**src/rtl/cmp_pkg.sv**
```systemverilog
`default_nettype none
// ============================================================================
// Module   : cmp_pkg
// Purpose  : Shared types and helpers for the sequential magnitude comparator.
//            - cmp_state_t : controller states (IDLE, RUN, DONE)
//            - cmp_res_t   : one-bit-per-relation compare result {lt, eq, gt}
//            - sign_bias() : inverts the operand MSB so that a two's-complement
//                            compare can be performed by an unsigned datapath
// Revision : 1.0 - initial release
// ============================================================================
package cmp_pkg;

  // Widest operand supported by sign_bias(); callers zero-extend into it.
  localparam int unsigned MAX_W = 64;

  typedef enum logic [1:0] {
    IDLE = 2'd0,
    RUN  = 2'd1,
    DONE = 2'd2
  } cmp_state_t;

  typedef struct packed {
    logic lt;
    logic eq;
    logic gt;
  } cmp_res_t;

  // Flip bit (w-1) of v. Adding 2^(w-1) modulo 2^w maps the signed range
  // onto the unsigned range while preserving order.
  function automatic logic [MAX_W-1:0] sign_bias(input logic [MAX_W-1:0] v,
                                                 input int unsigned      w);
    sign_bias = v ^ (MAX_W'(1) << (w - 1));
  endfunction

endpackage
`default_nettype wire

```
**src/rtl/chunk_comparator.sv**
```systemverilog
`default_nettype none
// ============================================================================
// Module   : chunk_comparator
// Purpose  : Combinational unsigned compare of one CHUNK-bit slice.
// Ports    : a, b [CHUNK-1:0] - operand slices
//            res  (cmp_res_t)  - exactly one of lt/eq/gt is set
// Revision : 1.0 - initial release
// ============================================================================
module chunk_comparator
  import cmp_pkg::*;
#(
  parameter int CHUNK = 4
) (
  input  logic [CHUNK-1:0] a,
  input  logic [CHUNK-1:0] b,
  output cmp_res_t         res
);

  assign res.lt = (a <  b);
  assign res.eq = (a == b);
  assign res.gt = (a >  b);

endmodule
`default_nettype wire

```
**src/rtl/seq_magnitude_comparator.sv**
```systemverilog
`default_nettype none
// ============================================================================
// Module   : seq_magnitude_comparator
// Purpose  : Multi-cycle WIDTH-bit magnitude comparator. Compares CHUNK bits
//            per cycle, MS chunk first, stopping at the first differing chunk.
//            Signed mode is handled by sign-biasing both operands on accept.
//            When operands are equal the latched cascade l/e/g is passed out.
// Ports    : clk, rst (sync, active-high)
//            in_valid/in_ready    - operand handshake (a, b, signed_mode, l/e/g)
//            out_valid/out_ready  - result handshake (L, E, G, cycles)
//            cycles               - RUN cycles spent on the current result
// Revision : 1.0 - initial release
// ============================================================================
module seq_magnitude_comparator
  import cmp_pkg::*;
#(
  parameter int WIDTH = 16,
  parameter int CHUNK = 4
) (
  input  logic                               clk,
  input  logic                               rst,
  input  logic                               in_valid,
  output logic                               in_ready,
  input  logic [WIDTH-1:0]                   a,
  input  logic [WIDTH-1:0]                   b,
  input  logic                               signed_mode,
  input  logic                               l,
  input  logic                               e,
  input  logic                               g,
  output logic                               out_valid,
  input  logic                               out_ready,
  output logic                               L,
  output logic                               E,
  output logic                               G,
  output logic [$clog2(WIDTH/CHUNK+1)-1:0]   cycles
);

  localparam int NCHUNK = WIDTH / CHUNK;
  localparam int CW     = $clog2(NCHUNK + 1);
  localparam int IW     = (NCHUNK > 1) ? $clog2(NCHUNK) : 1;

  generate
    if ((CHUNK < 1) || (WIDTH % CHUNK != 0) || (NCHUNK < 1) || (WIDTH > MAX_W)) begin : g_param_check
      $error("seq_magnitude_comparator: illegal WIDTH/CHUNK combination");
    end
  endgenerate

  cmp_state_t         r_state;
  cmp_state_t         w_state_n;
  logic [WIDTH-1:0]   r_a;
  logic [WIDTH-1:0]   r_b;
  cmp_res_t           r_casc;
  cmp_res_t           r_res;
  logic [IW-1:0]      r_idx;
  logic [CW-1:0]      r_cycles;
  cmp_res_t           w_chunk_res;

  chunk_comparator #(
    .CHUNK (CHUNK)
  ) u_chunk_comparator (
    .a   (r_a[int'(r_idx)*CHUNK +: CHUNK]),
    .b   (r_b[int'(r_idx)*CHUNK +: CHUNK]),
    .res (w_chunk_res)
  );

  // State register
  always_ff @(posedge clk) begin
    if (rst) begin
      r_state <= IDLE;
    end else begin
      r_state <= w_state_n;
    end
  end

  // Next state and handshake outputs
  always_comb begin
    w_state_n = r_state;
    in_ready  = 1'b0;
    out_valid = 1'b0;
    case (r_state)
      IDLE: begin
        in_ready = 1'b1;
        if (in_valid) w_state_n = RUN;
      end
      RUN: begin
        if (w_chunk_res.lt || w_chunk_res.gt || (r_idx == '0)) w_state_n = DONE;
      end
      DONE: begin
        out_valid = 1'b1;
        if (out_ready) w_state_n = IDLE;
      end
      default: w_state_n = IDLE;
    endcase
  end

  // Datapath: operand capture, chunk walk, result and cycle counter
  always_ff @(posedge clk) begin
    if (rst) begin
      r_a      <= '0;
      r_b      <= '0;
      r_casc   <= '0;
      r_res    <= '0;
      r_idx    <= '0;
      r_cycles <= '0;
    end else begin
      case (r_state)
        IDLE: begin
          if (in_valid) begin
            r_a      <= signed_mode ? WIDTH'(sign_bias(MAX_W'(a), WIDTH)) : a;
            r_b      <= signed_mode ? WIDTH'(sign_bias(MAX_W'(b), WIDTH)) : b;
            r_casc   <= '{lt: l, eq: e, gt: g};
            r_res    <= '0;
            r_idx    <= IW'(NCHUNK - 1);
            r_cycles <= '0;
          end
        end
        RUN: begin
          r_cycles <= r_cycles + 1'b1;
          if (w_chunk_res.gt) begin
            r_res <= '{lt: 1'b0, eq: 1'b0, gt: 1'b1};
          end else if (w_chunk_res.lt) begin
            r_res <= '{lt: 1'b1, eq: 1'b0, gt: 1'b0};
          end else if (r_idx == '0) begin
            // Whole operands equal: cascade passes through untouched.
            r_res <= r_casc;
          end else begin
            r_idx <= r_idx - 1'b1;
          end
        end
        DONE: begin
          if (out_ready) r_res <= '0;
        end
        default: r_res <= '0;
      endcase
    end
  end

  assign L      = r_res.lt;
  assign E      = r_res.eq;
  assign G      = r_res.gt;
  assign cycles = r_cycles;

endmodule
`default_nettype wire

```
**config.mk**
```make
export PLATFORM = sky130hd
export DESIGN_NAME = seq_magnitude_comparator
export DESIGN_NICKNAME = d
export VERILOG_FILES = /design/src/rtl/cmp_pkg.sv /design/src/rtl/chunk_comparator.sv /design/src/rtl/seq_magnitude_comparator.sv
export SDC_FILE = /design/constraint.sdc
export NUM_CORES = 1
export LEC_CHECK = 0
export BUFFER_PORTS_ARGS = -buffer_cell sky130_fd_sc_hd__buf_2
export CORE_ASPECT_RATIO = 2
export CORE_UTILIZATION = 59
export CTS_BUF_LIST = sky130_fd_sc_hd__clkbuf_8
export CTS_CLUSTER_SIZE = 28
export DETAILED_ROUTE_END_ITERATION = 10
export PLACE_DENSITY = 0.87
export SKIP_CTS_REPAIR_TIMING = 1
export SLEW_MARGIN = 10
export SYNTH_ARGS = -nofsm -noshare
export SYNTH_HDL_FRONTEND = slang
export SYNTH_SLANG_ARGS = --single-unit
```
**constraint.sdc**
```tcl
create_clock -name clk -period 5.65 [get_ports clk]
set_input_delay 1.13 -clock clk [delete_from_list [all_inputs] [get_ports clk]]
set_output_delay 1.13 -clock clk [all_outputs]
set_load 0.05 [all_outputs]
```
== Yosys cells after proc, flatten, opt, wreduce, memory -nomap -nowiden ==
Index checks and enable logic that the tools add are counted.

* Output and inout bits: 8
* Bits in registers: 45
* Logic and storage cells: 58
* Input port bits: 40

* Bitwise logic cells: 2
* $add $sub $neg: 2
* Shifts and indexed selects: 2
* Muxes and demuxes: 20
* Equal/unequal tests: 9
* Magnitude comparators: 2
* Reductions and logical operators: 10

{| class="wikitable"
|+ Operator list
! operator !! number
|-
| 16-bit 2-to-1 mux || 2
|-
| 16-bit by 5-bit variable part select with 4-bit output || 2
|-
| 3-bit 2-to-1 mux || 5
|-
| 2-bit 2-to-1 mux || 7
|-
| 2-bit inequality test, second input constant || 6
|-
| 3-bit case mux with 3 select lines || 1
|-
| 2-bit case mux with 3 select lines || 1
|-
| 3-bit case mux with 2 select lines || 1
|-
| 3-bit AND reduction || 2
|-
| 5-bit AND reduction || 1
|-
| 4-bit greater-than comparator || 1
|-
| 2-bit logical NOT || 2
|-
| 4-bit less-than comparator || 1
|-
| 4-bit inequality test, second input constant || 1
|-
| 2-bit case mux with 2 select lines || 1
|-
| 2-bit AND reduction || 2
|-
| 3-bit by 1-bit adder with 3-bit output, second input constant || 1
|-
| 2-bit by 1-bit equality test with 1-bit output, second input constant || 1
|-
| 2-bit equality test, second input constant || 1
|-
| 1-bit logical OR || 2
|-
| 1-bit 2-to-1 mux || 2
|-
| 1-bit NOT || 2
|-
| 2-bit nonzero test || 1
|-
| 2-bit by 1-bit subtractor with 2-bit output, second input constant || 1
|}

== Logic depth before layout (Yosys ltp) ==
* Depth after elaboration: 6
* Mapped depth: 8
* Gate-level depth less buffers: 7

== Hierarchy ==
From an unflattened synthesis, not the netlist that was laid out.

* Cell total of the unflattened synthesis: 237
* Area, all modules: 2115.8 um^2

{| class="wikitable"
|+ By module, submodules not included
! module !! times used !! seq. area each (um^2) !! area an instance (um^2) !! cells each
|-
| seq_magnitude_comparator || 1 || 900.9 || 1986.9 || 221
|-
| chunk_comparator || 1 || 0.0 || 128.9 || 16
|}

== Least setup slack after synthesis ==
No wires, ideal clock.

* Path type: register to register
* Start: reg r_idx[1]
* End: reg r_res (netlist bit E)
* Clock period less this slack: 2.757 ns
* Slack: 2.893 ns
* Data required time: 5.549 ns
* Cell stages (with the launch flop): 8
* Path buffers: 1
* Arrival: 2.656 ns
* Library setup time: 0.101 ns
* Cells stage by stage: dfxtp_1 -> clkbuf_1 -> mux4_2 -> ha_1 -> a21o_1 -> o311a_4 -> or2_4 -> o41ai_1

* Cells in the longest elaborated chain, start to end: 5
* Elaborated cells on any way between the ends: 10
* Classes of those cells: 2 x order compare; 1 x eq/ne; 2 x shift; 3 x mux; 2 x reduce/logical

{| class="wikitable"
|+ Ends and longest elaborated chain
! item !! line !! source
|-
| start, declared || seq_magnitude_comparator.sv:54 || <nowiki>logic [IW-1:0] r_idx;</nowiki>
|-
| start signal, assigned || seq_magnitude_comparator.sv:113 || <nowiki>r_idx <= IW'(NCHUNK - 1);</nowiki>
|-
| start signal, assigned || seq_magnitude_comparator.sv:127 || <nowiki>r_idx <= r_idx - 1'b1;</nowiki>
|-
| 16-bit by 5-bit variable part select with 4-bit output, on equally long branches || seq_magnitude_comparator.sv:61, seq_magnitude_comparator.sv:62 ||
|-
| 4-bit less-than comparator || chunk_comparator.sv:19 || <nowiki>assign res.lt = (a < b);</nowiki>
|-
| 3-bit 2-to-1 mux || seq_magnitude_comparator.sv:121 || <nowiki>end else if (w_chunk_res.lt) begin</nowiki>
|-
| 3-bit 2-to-1 mux || seq_magnitude_comparator.sv:119 || <nowiki>if (w_chunk_res.gt) begin</nowiki>
|-
| 3-bit case mux with 3 select lines || seq_magnitude_comparator.sv:106 || <nowiki>case (r_state)</nowiki>
|-
| end signal, assigned || seq_magnitude_comparator.sv:120 || <nowiki>r_res <= '{lt: 1'b0, eq: 1'b0, gt: 1'b1};</nowiki>
|-
| end signal, assigned || seq_magnitude_comparator.sv:122 || <nowiki>r_res <= '{lt: 1'b1, eq: 1'b0, gt: 1'b0};</nowiki>
|-
| end signal, assigned || seq_magnitude_comparator.sv:125 || <nowiki>r_res <= r_casc;</nowiki>
|-
| end, declared || seq_magnitude_comparator.sv:53 || <nowiki>cmp_res_t r_res;</nowiki>
|}

Parallel ways exist; a longest one is shown, timed or not.
A chain may end at the register's enable or synchronous reset.

== Worst setup path after layout ==
Same ends and word-level chain as after synthesis.

==> run_results.csv <==
group,metric,value,unit
cts,cts_buffer_depth,2,
synthesis,synthTopCellsByCount,"nand2_1, dfxtp_1, a21oi_1, clkbuf_1",
floorplanning,placementRows,29,
worst_setup_path,worstPathArrival,3100,ps
status,status,"completed",
final_layout,area_growth,16.34,%
sta,hold_viol_final,0,
synthesis,synth.avg_cell_area,8.618,um2
route,routedWlPerCell,14.11,um
power_and_ir_drop,p_leak,0.0009619,uW
final_layout,n_antenna_cell,0,
route,avgViaCountPerCell,5.733,
sta,fin_skew,8.588,ps
final_layout,nFillCells,273,
sta,tns,0,ps
synthesis,yosysMostFrequentCell,"nand2_1",
synthesis,synth_cell_types,30,
sta,maxSlewViolCount,0,
synthesis,synth_edf_count,0,
cts,cts.clk_slew.worst_paths,80,ps
route,drcViolationCount,0,
sta,layout_setup_ws,2742,ps
synthesis,ys_warn_count,0,
min_path,hold_end,"r_a[13]",
worst_setup_path,worstRegToRegCells,6,
worst_setup_path,r2r-start,"r_idx[1]",
route,vias,1737,
sta,setup_viol,0,
worst_setup_path,crit_path_cell_trace,"mux4_2 -> ha_1 -> a21o_1 -> o311a_4 -> or2_4 -> o41ai_1",
synthesis,netlist.top_cell.by_area,"dfxtp_1",
global_route,grt_pass1_wl,6996,um
synthesis,syn_area,1991,um2
placement,gp_congestion,0.8550,
sta,max_freq,343.8,MHz
route,drt_iter0_markers,36,
final_layout,nNetsFinal,317,
global_route,antenna_found_initial,0,
cts,insertion_delay,300,ps
placement,io_buffers,47,
sta,rsz0062_at_grt,"no",
power_and_ir_drop,p_per_area,353.0,nW/um2
synthesis,synth_ff_type,"dfxtp_1",
route,detail-route-antenna-nets,0,
global_route,gr-usage-all-layers,25.33,%
sta,maxSlewHeadroom,28.99,%
power_and_ir_drop,worst_ir_drop_vdd,288.1,uV
synthesis,async_flop_share,0,%
route,wirelength,4274,um
global_route,overflow,0,
global_route,grt_pass1_vias,1638,
sta,post-route-min-period,2908,ps
worst_setup_path,crit_family,"compound AO/OA/AOI/OAI gates",
worst_setup_path,cpPeakStageDelay,660,ps
placement,dp_slack,2790,ps
cts,clock-root-buffer,"clkbuf_8",
worst_setup_path,startpoint_type,"register",
min_path,min_from,"r_a[13]",
floorplanning,dieWidth,43.08,um
synthesis,syn-num-nets,277,
synthesis,synth_seq_area_share,45.25,%
worst_setup_path,r2r_slack,2740,ps
worst_setup_path,endpoint_kind,"register",
worst_setup_path,cp_num_buf_inv,0,
worst_setup_path,crit_type,"register to register",
worst_setup_path,required,5840,ps
cts,cts_tree,"built",
floorplanning,coreArea,3193,um2
min_path,min_path_cells,2,
final_layout,multi_input_area,1010,um2
floorplanning,io_pins,48,
final_layout,regArea,900.9,um2
run,drv_cap,0,
floorplanning,dieArea,3625,um2
sta,tightest_slew,1063,ps
synthesis,synth_seq_cells,45,
route,drtPass1Iterations,4,
floorplanning,start_util,62.34,%
synthesis,synth_top_cell_area_share,45.25,%
floorplanning,die_h,84.15,um
worst_setup_path,crit_path_max_fanout,10,
cts,h-tree-depth,2,
placement,dpl.hpwl,2931,um
min_path,worst_hold_path_type,"register to register",
global_route,grt_max_degree,47,
synthesis,synth_area_leaders,"dfxtp_1, nand2_1, a21oi_1",
final_layout,final_layout_size_suffix_gt1_share,24.63,%
cts,clock_sinks,45,
worst_setup_path,rr_endpoint,"E",
sta,min_period_over_period,51.48,%
worst_setup_path,critical-path-slowest-cell,"dfxtp_1",
cts,numCtsBuffers,5,
synthesis,synthCells,231,
## stage by stage
stage | util [%] | total power [uW] | hold WS (ps) | cells | cell area [um2]
detailed placement | 69.36 | 606.9 | 449.3 | 295 | 2215
global placement | 69.36 | 598.5 | 442.9 | 295 | 2215
CTS | 72.53 | 819.5 | 460.7 | 303 | 2316
floorplan | - | 552.9 | 432.4 | 231 | 1991
finish | 72.53 | 817.6 | 459.5 | 303 | 2316
global route | 72.53 | 857.9 | 480.6 | 303 | 2316
## final cells by class
cell class / count / area share (%)
Timing Repair Buffer: 48 / 10.48
Multi-Input combinational cell: 165 / 43.60
Inverter: 6 / 0.9724
Clock inverter: 1 / 0.2161
Tap cell: 31 / 1.675
Sequential cell: 45 / 38.90
Clock buffer: 7 / 4.160
## worst max-delay path by stage
stage / start / to / slack (ps) / cells past startpoint
after CTS: r_idx[1] / E / 2710 / 6
final: r_idx[1] / E / 2740 / 6
after floorplan: r_idx[1] / E / 2890 / 7
after global placement: r_idx[1] / G / 2930 / 6
after global routing: r_idx[1] / E / 2630 / 6
after detailed placement: r_idx[1] / E / 2790 / 6
## routing by layer
layer	vias to the layer above	wire length, um	track usage (%)
met2	55	2270	44.35
li1	862	-	-
met5	-	0	0
met4	0	180	13.22
met3	17	156	5.161
met1	803	1666	27.59
## where the power goes
group          switching [uW]  internal (uW)  total [uW]
clock                     103            110         214
combinational             128           91.8         220
sequential               32.9            351         384
## tightest hold or removal path, stage by stage (launching register included)
cell,delay [ps]
dfxtp_1,310
nand2_1,50
a21oi_1,50
## flip-flops by register name, indices dropped and copies added, names as in the netlist
name     cells
r_a         16
r_b         16
cycles       3
r_casc       3
r_idx        2
r_state      2
E            1
G            1
L            1
## layout by cell type (no fill, tap or decap), types with 3 or more instances in the layout
cell,n
nand2_1,70
buf_2,47
dfxtp_1,45
a21oi_1,36
mux4_2,8
nor2b_1,8
clkbuf_8,7
inv_1,6
ha_1,6
nor2_1,5
a211oi_1,4
nor3_1,4
nand2b_1,3
## cell families after synthesis
kind of cell / after synthesis / synth area share, %
AND/OR/NAND/NOR: 97 / 21.06
AO/OA/AOI/OAI: 51 / 15.53
flip-flops: 45 / 45.25
buffers and inverters: 21 / 4.022
multiplexers: 8 / 9.051
adder cells (fa/ha/maj): 6 / 3.771
XOR/XNOR: 3 / 1.320
(Power assumes the default switching activity.)
